## src/rtl/vga_pkg.sv

```systemverilog
// Shared timing defaults, FSM states and coordinate type for the VGA receiver.
package vga_pkg;
  localparam int H_TOTAL_DEF  = 800;
  localparam int H_ACTIVE_DEF = 640;
  localparam int V_TOTAL_DEF  = 525;
  localparam int V_ACTIVE_DEF = 480;

  typedef logic [9:0] coord_t;
  localparam coord_t CNT_MAX = 10'd1023;

  typedef enum logic [1:0] {HUNT, CHECK, LOCKED} state_t;

  function automatic coord_t sat_inc(input coord_t v);
    return (v == CNT_MAX) ? v : v + 10'd1;
  endfunction
endpackage

```

## src/rtl/vga_edge_det.sv

```systemverilog
// Input register stage with rise/fall detection against one further delay stage.
module vga_edge_det #(
  parameter int W = 3
) (
  input  logic         clk,
  input  logic         reset,
  input  logic [W-1:0] d,
  output logic [W-1:0] q,
  output logic [W-1:0] rise,
  output logic [W-1:0] fall
);
  logic [W-1:0] q_d;

  always_ff @(posedge clk) begin
    if (reset) begin
      q   <= '0;
      q_d <= '0;
    end else begin
      q   <= d;
      q_d <= q;
    end
  end

  assign rise = q & ~q_d;
  assign fall = ~q & q_d;
endmodule

```

## src/rtl/vga_rx.sv

```systemverilog
// VGA receiver: validates 640x480 timing, locks, and emits a framebuffer write stream.
// Optional per-frame checksum on frame_sum when VGA_RX_FRAME_SUM_EN is defined.
module vga_rx
  import vga_pkg::*;
#(
  parameter int H_TOTAL  = H_TOTAL_DEF,
  parameter int H_ACTIVE = H_ACTIVE_DEF,
  parameter int V_TOTAL  = V_TOTAL_DEF,
  parameter int V_ACTIVE = V_ACTIVE_DEF
) (
  input  logic        pclk,
  input  logic        reset,
  input  logic        hsync,
  input  logic        vsync,
  input  logic        valid,
  input  logic [7:0]  vga_r,
  input  logic [7:0]  vga_g,
  input  logic [7:0]  vga_b,
  output logic [9:0]  pix_x,
  output logic [9:0]  pix_y,
  output logic [23:0] pix_data,
  output logic        pix_we,
  output logic        locked,
  output logic        frame_done,
  output logic [7:0]  err_cnt,
  output logic [23:0] frame_sum
);
  localparam coord_t HT    = coord_t'(H_TOTAL);
  localparam coord_t HA    = coord_t'(H_ACTIVE);
  localparam coord_t VT    = coord_t'(V_TOTAL);
  localparam coord_t VA    = coord_t'(V_ACTIVE);
  localparam coord_t X_MAX = coord_t'(H_ACTIVE - 1);

  // bit 0 hsync, bit 1 vsync, bit 2 valid
  logic [2:0] sq, srise, sfall;
  logic       unused_edge;

  vga_edge_det #(.W(3)) u_edge (
    .clk   (pclk),
    .reset (reset),
    .d     ({valid, vsync, hsync}),
    .q     (sq),
    .rise  (srise),
    .fall  (sfall)
  );
  assign unused_edge = ^{srise[1:0], sq[1:0]};

  logic ls, fs, vq, vrise, vfall;
  assign ls    = sfall[0];
  assign fs    = sfall[1];
  assign vq    = sq[2];
  assign vrise = srise[2];
  assign vfall = sfall[2];

  state_t      state, next;
  coord_t      lcnt, acnt, vlcnt, alcnt, y_cnt;
  logic        mm_flag, first_line;
  logic [23:0] rgb_q;
  logic        mm_now, fd_now, first_valid, enter;

  assign first_valid = vq && (ls || acnt == '0);
  assign enter       = (state == HUNT) && fs;

  // Out-of-range coordinates count as mismatches so they are never written.
  assign mm_now = (lcnt == CNT_MAX)
                | (ls && !first_line && (lcnt != HT || (acnt != '0 && acnt != HA)))
                | (fs && (vlcnt != VT || alcnt != VA))
                | (vq && !vrise && pix_x == X_MAX)
                | (vq && y_cnt >= VA);

  assign fd_now = (state == LOCKED) && fs && !mm_now;

  always_comb begin
    next = state;
    case (state)
      HUNT:    if (fs) next = CHECK;
      CHECK:   if (fs && !mm_flag && !mm_now) next = LOCKED;
      LOCKED:  if (mm_now) next = HUNT;
      default: next = HUNT;
    endcase
  end

  always_ff @(posedge pclk) begin
    if (reset) begin
      state      <= HUNT;
      lcnt       <= '0;
      acnt       <= '0;
      vlcnt      <= '0;
      alcnt      <= '0;
      y_cnt      <= '0;
      mm_flag    <= 1'b0;
      first_line <= 1'b0;
      rgb_q      <= '0;
      pix_x      <= '0;
      pix_y      <= '0;
      pix_data   <= '0;
      pix_we     <= 1'b0;
      locked     <= 1'b0;
      frame_done <= 1'b0;
      err_cnt    <= '0;
    end else begin
      state <= next;
      rgb_q <= {vga_r, vga_g, vga_b};

      if (enter)   lcnt <= '0;
      else if (ls) lcnt <= 10'd1;
      else         lcnt <= sat_inc(lcnt);

      if (enter)   acnt <= '0;
      else if (ls) acnt <= vq ? 10'd1 : 10'd0;
      else if (vq) acnt <= sat_inc(acnt);

      if (fs)      vlcnt <= ls ? 10'd1 : 10'd0;
      else if (ls) vlcnt <= sat_inc(vlcnt);

      if (fs)               alcnt <= first_valid ? 10'd1 : 10'd0;
      else if (first_valid) alcnt <= sat_inc(alcnt);

      // y_cnt is the row the next valid run belongs to; pix_y follows it on writes
      if (fs)         y_cnt <= '0;
      else if (vfall) y_cnt <= sat_inc(y_cnt);

      if (vq) begin
        if (vrise)              pix_x <= '0;
        else if (pix_x != X_MAX) pix_x <= pix_x + 10'd1;
      end

      if (fs)                   pix_y <= '0;
      else if (vq && y_cnt < VA) pix_y <= y_cnt;

      mm_flag    <= (state == CHECK && !fs) ? (mm_flag | mm_now) : 1'b0;
      first_line <= enter ? 1'b1 : (ls ? 1'b0 : first_line);

      pix_data   <= rgb_q;
      pix_we     <= (next == LOCKED) && vq;
      locked     <= (next == LOCKED);
      frame_done <= fd_now;

      if (state == LOCKED && mm_now && err_cnt != 8'hFF) err_cnt <= err_cnt + 8'd1;
    end
  end

`ifdef VGA_RX_FRAME_SUM_EN
  logic [23:0] acc, acc_nxt;
  assign acc_nxt = acc + (pix_we ? pix_data : 24'd0);

  always_ff @(posedge pclk) begin
    if (reset) begin
      acc       <= '0;
      frame_sum <= '0;
    end else begin
      acc <= fs ? 24'd0 : acc_nxt;
      if (fd_now) frame_sum <= acc_nxt;
    end
  end
`else
  assign frame_sum = 24'd0;
`endif
endmodule
```

## config.mk

```make
export PLATFORM = sky130hd
export DESIGN_NAME = vga_rx
export DESIGN_NICKNAME = d
export VERILOG_FILES = /design/src/rtl/vga_pkg.sv /design/src/rtl/vga_edge_det.sv /design/src/rtl/vga_rx.sv
export SDC_FILE = /design/constraint.sdc
export NUM_CORES = 1
export LEC_CHECK = 0
export CAP_MARGIN = 20
export CORE_MARGIN = 3
export CORE_UTILIZATION = 56
export DETAILED_ROUTE_END_ITERATION = 12
export GPL_TIMING_DRIVEN = 0
export PLACE_DENSITY = 0.86
export RECOVER_POWER = 25
export SYNTH_ARGS = -nofsm -noshare
export SYNTH_HDL_FRONTEND = slang
export SYNTH_SLANG_ARGS = --single-unit
```

## constraint.sdc

```tcl
create_clock -name pclk -period 4.2 [get_ports pclk]
set_clock_uncertainty 0.1 [all_clocks]
set_input_delay 0.84 -clock pclk [delete_from_list [all_inputs] [get_ports pclk]]
set_output_delay 0.84 -clock pclk [all_outputs]
set_load 0.005 [all_outputs]
```

-- After elaboration in Yosys (flattened, before gate mapping)
Cells that the tools add are included.
Widths: inputs -> output; s select.
- bits in registers: 139
- input port bits: 29
- output and inout bits: 79
- word-level logic and storage cells: 123
- order comparisons: 2
- reduce and logical (&&, ||, !) cells: 43
- $add $sub $neg: 7
- bitwise logic cells: 11
- mux-type cells: 22
- equality and inequality tests: 19
- operators by type and width (kind ; count):
    $mux 10 ; 11
    $add 10x1->10 const B ; 6
    $eq 10x10->1 const B ; 6
    $ne 10x10->1 const B ; 4
    $logic_and 1x1->1 ; 18
    $ge 10x9->1 const B ; 1
    $logic_not 10->1 ; 1
    $lt 10x9->1 const B ; 1
    $ne 10x9->1 const B ; 1
    $reduce_and 2->1 ; 5
    $reduce_bool 10->1 ; 1
    $reduce_bool 2->1 ; 5
    $add 8x1->8 const B ; 1
    $ne 2x2->1 const B ; 4
    $ne 8x8->1 const B ; 1
    $mux 1 ; 7
    $and 3x3->3 ; 2
    $mux 2 ; 3
    $not 3->3 ; 2
    $pmux 2 s3 ; 1
    $reduce_or 2->1 ; 3
    $logic_not 1->1 ; 5
    $or 1x1->1 ; 5
    $eq 2x2->1 const B ; 2
    5 further kinds ; 8

-- Longest topological paths before layout
Gate-level depths: netlist of run 1.
- word-level depth: 14
- gate-level depth with buffers: 8
- gate-level depth less buffers: 8

-- Hierarchy
Synthesis of run 1 repeated with hierarchy kept, for this count alone.
- cells, all modules: 599
- area total of the unflattened synthesis: 5596.6 um2
- modules (own cells, without submodules) (module ; seq. area each (um2) ; times used ; cells each ; area each (um2)):
    vga_rx ; 2662.6 ; 1 ; 581 ; 5401.4
    vga_edge_det ; 120.1 ; 1 ; 18 ; 195.2

-- Worst setup path before layout of run 1
OpenSTA, ideal clock, no wires.
- kind: register to register
- from: register lcnt[0]
- to: register err_cnt[4]
- stages on the path, launching flop included: 8
- data required time: 3.979 ns
- data arrival time: 1.936 ns
- path buffers: 0
- setup time: 0.121 ns
- clock period less this slack: 2.158 ns
- slack: 2.042 ns
- cells stage by stage: dfxtp_1 -> ha_1 -> and3_1 -> nand4_2 -> o211a_4 -> a311oi_2 -> and3_4 -> mux2_4
- cells in the longest elaborated chain, start to end: 9
- elaborated cells between the ends (all ways): 10
- classes of those cells: eq/ne: 2; bitwise: 4; reduce/logical: 4
- ends and longest elaborated chain (item ; line ; text):
    start: declaration ; vga_rx.sv:56 ; coord_t lcnt, acnt, vlcnt, alcnt, y_cnt;
    start signal: assignment ; vga_rx.sv:107 ; else lcnt <= sat_inc(lcnt);
    $ne 10x10->1 ; vga_rx.sv:66 ; | (ls && !first_line && (lcnt != HT || (acnt != '0 && acnt != HA)))
    $logic_or 1x1->1 ; vga_rx.sv:66 ;
    $logic_and 1x1->1 ; vga_rx.sv:66 ;
    $or 1x1->1 (*) ; vga_rx.sv:66 ;
    $or 1x1->1 (*) ; vga_rx.sv:67 ; | (fs && (vlcnt != VT || alcnt != VA))
    $or 1x1->1 (*) ; vga_rx.sv:68 ; | (vq && !vrise && pix_x == X_MAX)
    $or 1x1->1 (*) ; vga_rx.sv:69 ; | (vq && y_cnt >= VA);
    $logic_and 1x1->1 (*) (2 in a row) ; vga_rx.sv:139 ; if (state == LOCKED && mm_now && err_cnt != 8'hFF) err_cnt <= err_cnt + 8'd1;
    end signal: assignment ; vga_rx.sv:139 ;
    end: declaration ; vga_rx.sv:25 ; output logic [7:0] err_cnt,
Every way passes the cells marked *; elsewhere a longest branch is shown, timed or not.
A chain may end at the register's enable or synchronous reset.

-- Worst setup path in the final report of run 1
Ends and elaborated chain as after synthesis.

==> impl_metrics.json, run 1 <==
{
  "synth-seq-cells": 139,
  "ys_seq_area_share_pct": 49.4,
  "die_w_um": 106,
  "fill_cells": 638,
  "cts_sinks": 139,
  "start_util_pct": 59.2,
  "antenna_left": 0,
  "drc": 0,
  "required_ns": 4.51,
  "setup_ws_ns": 1.65,
  "power_switching_uw": 700,
  "netlist_area_mm2": 0.00563,
  "viasPerCell": 5.29,
  "yosys.cell_types.count": 59,
  "grt_overflow": 0,
  "insertedDiodeCount": 0,
  "p_leak_uw": 0.00272,
  "hold_path_class": "reg -> reg",
  "antenna_found_initial": 0,
  "cp_max_fo": 8,
  "power_density_mw_per_mm2": 411,
  "cts-root-buf": "clkbuf_8",
  "dr.pass1.iters": 5,
  "worstSetupEndpointType": "flop",
  "cpPeakStageDelay_ns": 0.42,
  "cp_cell_sequence": "ha_1 -> and3_1 -> nand4_2 -> o211a_4 -> a311oi_2 -> and3_4 -> mux2_4",
  "setup_viol": 0,
  "cts_resized": 0,
  "grt_max_degree": 17,
  "ioPinCount": 108,
  "grtUsageTotal_pct": 22.7,
  "pre_cts_slack_ns": 1.37,
  "hpwl_um": 8830,
  "core_area_mm2": 0.00950,
  "layout-drive-gt1-share_pct": 9.42,
  "status": "finished, final reports clean",
  "peakVddDrop_uv": 265,
  "routabilityCongestion": 0.858,
  "fin_area_mm2": 0.00729,
  "wl_per_cell_um": 14.6,
  "drv_cap": 0,
  "syn_avg_cell_area_um2": 9.30,
  "switching_share_pct": 23.3,
  "totalWireLength_um": 12800,
  "min_period_over_period_pct": 60.8,
  "cts.clk_slew.worst_paths_ns": 0.07,
  "ctsHtreeMaxLevel": 4,
  "area_growth_pct": 29.5,
  "clockBufferDepth": 2,
  "critPathSlowestCell": "dfxtp_1",
  "grt_pass1_vias": 4481,
  "drt_iter0_drc": 225,
  "max_freq_mhz": 392,
  "cp-start-kind": "flop",
  "cts_made_buffers": 17,
  "clock_latency_ns": 0.52,
  "layout_commonest_cell": "dfxtp_1",
  "rows": 35,
  "crit_family": "simple AND/OR/NAND/NOR gates",
  "synth_top_flop_cell": "dfxtp_1",
  "final_net_count": 771,
  "rsz0062_at_grt": "no",
  "die_area_mm2": 0.0113,
  "yosys_warnings": 0,
  "crit_arrival_ns": 2.86,
  "post_cts_buffers": 0,
  "final_cell_mix": "139 x dfxtp_1, 82 x clkdlybuf4s50_1, 70 x nor2_1",
  "synthCells": 605,
  "slew_viol_final": 0,
  "combPwrFrac_pct": 5.7,
  "pwr-share-seq_pct": 45.6,
  "cts_tree": "done",
  "finalSetupTns_ns": 0,
  "grt_pass1_wl_um": 20800,
  "clockPowerShare_pct": 48.7,
  "synth-edff-count": 0,
  "hold_violations": 0,
  "path_buf_inv": 0,
  "maxSlewHeadroom_pct": 54.4,
  "via_count": 4615,
  "worstMarginPinSlew_ns": 0.677,
  "period_needed_ns": 2.55,
  "io_buffers": 83,
  "die_h_um": 106,
  "multi_input_area_mm2": 0.00261,
  "internal-power_uw": 2300,
  "regArea_mm2": 0.00278,
  "place_area_mm2": 0.00671,
  "path_class": "reg -> reg",
  "ctsHoldBuffers": 0,
  "synthArstFlopShare_pct": 0
}
[final cells by class]
class / instances / share of cell area, %
clock inverters: 14 / 2.23
plain buffers: 44 / 3.52
clock buffers: 18 / 5.73
well taps: 129 / 2.21
repair buffers: 83 / 11.4
multi-input cells: 427 / 35.8
flip-flops and latches: 139 / 38.2
inverters: 18 / 0.927
[cells in the mapped netlist, types with 2 or more instances]
library cell	count	share of area [%]
a21oi_1	30	2.7
and3_1	7	0.78
nand3_1	26	2.3
and4_1	6	0.93
nand2b_1	3	0.33
nor2b_1	61	6.8
xor2_1	26	4.0
a21o_1	2	0.27
or3_1	6	0.67
a31oi_1	2	0.22
xnor2_1	17	2.6
a41oi_1	2	0.31
ha_1	12	2.7
a31oi_2	2	0.44
nor2_1	70	4.7
clkbuf_1	18	1.2
inv_1	18	1.2
nor4b_1	5	0.78
buf_4	24	3.2
o21ai_0	8	0.71
o2111ai_1	2	0.31
and4b_1	2	0.36
nand4_1	15	1.7
nor4_1	2	0.22
and2_1	4	0.44
nor3_1	19	1.7
mux2_1	2	0.40
nand2_1	40	2.7
mux2i_1	3	0.53
dfxtp_1	139	49
a211oi_1	3	0.40
a311oi_1	2	0.31
[per-stage QoR]
step | power, uW | utilization, % | instances | hold slack (ns)
after floorplan | 1490 | - | 628 | 0.314
after global placement | 1560 | 70.6 | 840 | 0.319
after detailed placement | 1560 | 70.6 | 840 | 0.322
after CTS | 3010 | 76.7 | 872 | 0.337
after global routing | 3090 | 76.7 | 872 | 0.355
final | 3000 | 76.7 | 872 | 0.335
[layer usage]
metal  share of wire, %  global-route usage, %  up-vias  routed length, um
li1                   -                      -     2259                  -
met1                 40                   25.6     2201               5110
met2                 54                   41.0      128               6840
met3                4.1                   5.53       27                526
met4                2.3                   8.88        0                295
met5                  0                      0        -                  0
[worst paths after layout]
kind	from	endpoint	slack (ns)	depth (start not counted)
setup / recovery	lcnt[0]$_SDFFE_PP0P_	err_cnt[4]$_SDFFE_PP0P_	1.65	7
hold / removal	rgb_q[12]$_SDFF_PP0_	pix_data[12]$_SDFF_PP0_	0.33	1
setup reg to reg	lcnt[0]$_SDFFE_PP0P_	err_cnt[4]$_SDFFE_PP0P_	1.65	7
hold reg to reg	rgb_q[12]$_SDFF_PP0_	pix_data[12]$_SDFF_PP0_	0.33	1
[state kept, by name, summed over array words and instances, names as in the netlist, 3 cells and up]
signal,count
lcnt,10
acnt,10
alcnt,10
rgb_q,24
u_edge.q,3
pix_y,10
pix_x,10
y_cnt,10
err_cnt,8
vlcnt,10
u_edge.q_d,3
pix_data,24
[power by group through the flow]
stage / logic, uW / clock network [uW] / registers, uW
CTS: 171 / 1470 / 1370
floorplan: 99.8 / 0 / 1390
global placement: 164 / 0 / 1390
finish: 172 / 1460 / 1370
detailed placement: 169 / 0 / 1390
global route: 189 / 1530 / 1370
[cells by family (layout without fill, tap and decap cells)]
logic type                 Yosys count  count (layout)  synth area share, %
other                                1              24               0.0666
xor gates and xnor gates            43              43                 6.69
buffers and inverters               62             177                 5.76
DFF                                139             139                 49.4
and+or+nand+nor                    276             276                 26.2
muxes                                6               6                 1.20
adders and majority gates           12              12                 2.67
AOI/OAI and AO/OA                   66              66                 8.00
[worst reg2reg max path, delay by kind of cell, from the launching register on]
kind | cells | cell delay [ns]
AND/OR/NAND/NOR | 3 | 0.77
adder cells (fa/ha/maj) | 1 | 0.29
AO/OA/AOI/OAI | 2 | 0.57
multiplexers | 1 | 0.29
flip-flops | 1 | 0.42
Note: power is estimated with default switching activity, not from simulation.
==> run 2: changes to the inputs <==
--- a/config.mk
+++ b/config.mk
@@ -7,10 +7,10 @@
 export LEC_CHECK = 0
 export CAP_MARGIN = 20
 export CORE_MARGIN = 3
-export CORE_UTILIZATION = 56
+export CORE_UTILIZATION = 47
 export DETAILED_ROUTE_END_ITERATION = 12
 export GPL_TIMING_DRIVEN = 0
-export PLACE_DENSITY = 0.86
+export PLACE_DENSITY = 0.77
 export RECOVER_POWER = 25
 export SYNTH_ARGS = -nofsm -noshare
 export SYNTH_HDL_FRONTEND = slang
==> constraint.sdc (replaced) <==
create_clock -name pclk -period 2.1 [get_ports pclk]
set_clock_uncertainty 0.1 [all_clocks]
set_input_delay 0.42 -clock pclk [delete_from_list [all_inputs] [get_ports pclk]]
set_output_delay 0.42 -clock pclk [all_outputs]
set_load 0.005 [all_outputs]
==> impl_metrics.json, run 2 (synthesis gave the netlist of run 1 again) <==
{
  "status": "complete, but fails checks",
  "failed_checks": "negative setup slack",
  "die_w_um": 115,
  "insertedDiodeCount": 0,
  "maxSlewHeadroom_pct": 60.7,
  "drc": 0,
  "p_leak_uw": 0.00302,
  "required_ns": 2.31,
  "grt_pass1_vias": 4486,
  "path_class": "reg -> reg",
  "core_area_mm2": 0.0116,
  "whs_path_depth": 1,
  "power.total_uw": 6190,
  "cts_sinks": 139,
  "antenna_left": 0,
  "worstMarginPinSlew_ns": 0.586,
  "setup_viol": 3,
  "slew_viol_final": 0,
  "finalSetupTns_ns": -0.0456,
  "via_count": 4746,
  "clock_latency_ns": 0.42,
  "die_h_um": 115,
  "area_growth_pct": 40.0,
  "layout-drive-gt1-share_pct": 19.2,
  "peakVddDrop_uv": 626,
  "cts-root-buf": "clkbuf_16",
  "grtUsageTotal_pct": 20.0,
  "final_net_count": 800,
  "start_util_pct": 48.7,
  "grt_overflow": 0,
  "min_to": "pix_data[4]$_SDFF_PP0_",
  "fin_util_pct": 68.1,
  "setup_ws_ns": -0.0361,
  "clockBufferDepth": 2,
  "wl_per_cell_um": 14.9,
  "final_cell_mix": "126 x dfxtp_1, 69 x nor2_1, 64 x clkdlybuf4s50_1",
  "ctsHoldBuffers": 0,
  "cts_made_buffers": 17,
  "place_area_mm2": 0.00674,
  "ioPinCount": 108,
  "fin_area_mm2": 0.00788,
  "drv_cap": 0,
  "r2r_end": "err_cnt[4]$_SDFFE_PP0P_",
  "cts.clk_slew.worst_paths_ns": 0.06,
  "max_freq_mhz": 468,
  "final_cells": 915,
  "hpwl_um": 8930,
  "reg.largest.list": "pix_data (24), rgb_q (24)",
  "rrSetupSlack_ns": -0.04,
  "cp-start-kind": "flop",
  "worstRegToRegCells": 7,
  "totalWireLength_um": 13600,
  "die_area_mm2": 0.0133,
  "io_buffers": 83,
  "cts_tree": "done",
  "dr.pass1.iters": 7,
  "power_density_mw_per_mm2": 785,
  "rsz0062_at_grt": "yes",
  "routabilityCongestion": 0.851,
  "grt_pass1_wl_um": 21100,
  "r2r_start": "lcnt[0]$_SDFFE_PP0P_",
  "cp_max_fo": 5,
  "hold_path_class": "reg -> reg",
  "antenna_found_initial": 0,
  "period_needed_ns": 2.14,
  "layout_commonest_cell": "dfxtp_1",
  "worstSetupEndpointType": "flop",
  "viasPerCell": 5.19,
  "rows": 39,
  "min_period_over_period_pct": 102,
  "hold_violations": 0,
  "crit_arrival_ns": 2.35,
  "hold_start": "rgb_q[4]$_SDFF_PP0_",
  "grt_max_degree": 17,
  "place_inst": 854,
  "drt_iter0_drc": 354,
  "ctsHtreeMaxLevel": 4
}
## run 2: cell count changes in the layout (fill, tap and decap cells not counted), moves of 5 or more
cell	before	now
buf_4	24	54
dlygate4sd3_1	1	19
inv_1	18	13
dfxtp_2	0	9
clkdlybuf4s50_1	82	64
dfxtp_1	139	126
clkbuf_1	19	12
## run 2: per-layer routing
metal	GRT usage [%]	vias up	wire, um	part of all wire, %
li1	-	2328	-	-
met1	23.3	2268	5450	40
met2	34.8	124	7230	53
met3	5.43	26	644	4.7
met4	8.06	0	305	2.2
met5	0	-	0	0
## run 2: critical path, cell delays in order, from the launching register on
cell	delay, ns
dfxtp_4	0.38
ha_4	0.16
and3_4	0.21
nand4_4	0.15
o211a_4	0.23
a311oi_4	0.28
and3_4	0.22
mux2_4	0.29
## run 2: metrics by stage
step | setup slack (ns) | hold WS (ns)
global route | -0.0987 | 0.346
CTS | -0.107 | 0.336
detailed placement | -0.409 | 0.320
finish | -0.0361 | 0.334
floorplan | 0.00730 | 0.314
global placement | -0.349 | 0.318
## run 2: timing repair
action / in CTS / in global routing
setup endpoints to repair: 39 / 57
buffers inserted: 11 / 21
pin swaps: 14 / 21
endpoints found under the hold margin: 0 / 0
resized for setup: 25 / 46
## run 2: layout make-up
cell class                 instances  area [um2]
clock inverter                    13         165
clock buffer                      19         443
fill                             841        3680
multi-input combinational        427        2880
inverter                          18        73.8
timing repair buffer             115        1080
buffer                            41         250
tap                              143         179
sequential                       139        2810
## run 2: worst max-delay path by stage
| stage | startpoint | to | slack (ns) | cells past startpoint |
|---|---|---|---|---|
| 6_report | lcnt[0]$_SDFFE_PP0P_ | err_cnt[4]$_SDFFE_PP0P_ | -0.04 | 7 |
| 5_1_grt | pix_x[1]$_SDFFE_PP0P_ | err_cnt[1]$_SDFFE_PP0P_ | -0.1 | 9 |
| 4_1_cts | pix_x[0]$_SDFFE_PP0P_ | err_cnt[4]$_SDFFE_PP0P_ | -0.11 | 7 |
| 3_5_place_dp | acnt[0]$_SDFFE_PP0P_ | alcnt[5]$_SDFFE_PP0P_ | -0.41 | 8 |
| 3_3_place_gp | reset | y_cnt[2]$_SDFFE_PP0P_ | -0.35 | 5 |
| 2_1_floorplan | lcnt[1]$_SDFFE_PP0P_ | err_cnt[4]$_SDFFE_PP0P_ | 0.007 | 7 |
## run 2: where the power goes
part	total [uW]	switching, uW	internal, uW
clock	3050	1150	1910
combinational	400	192	209
sequential	2740	34.7	2700
total	6190	1370	4820
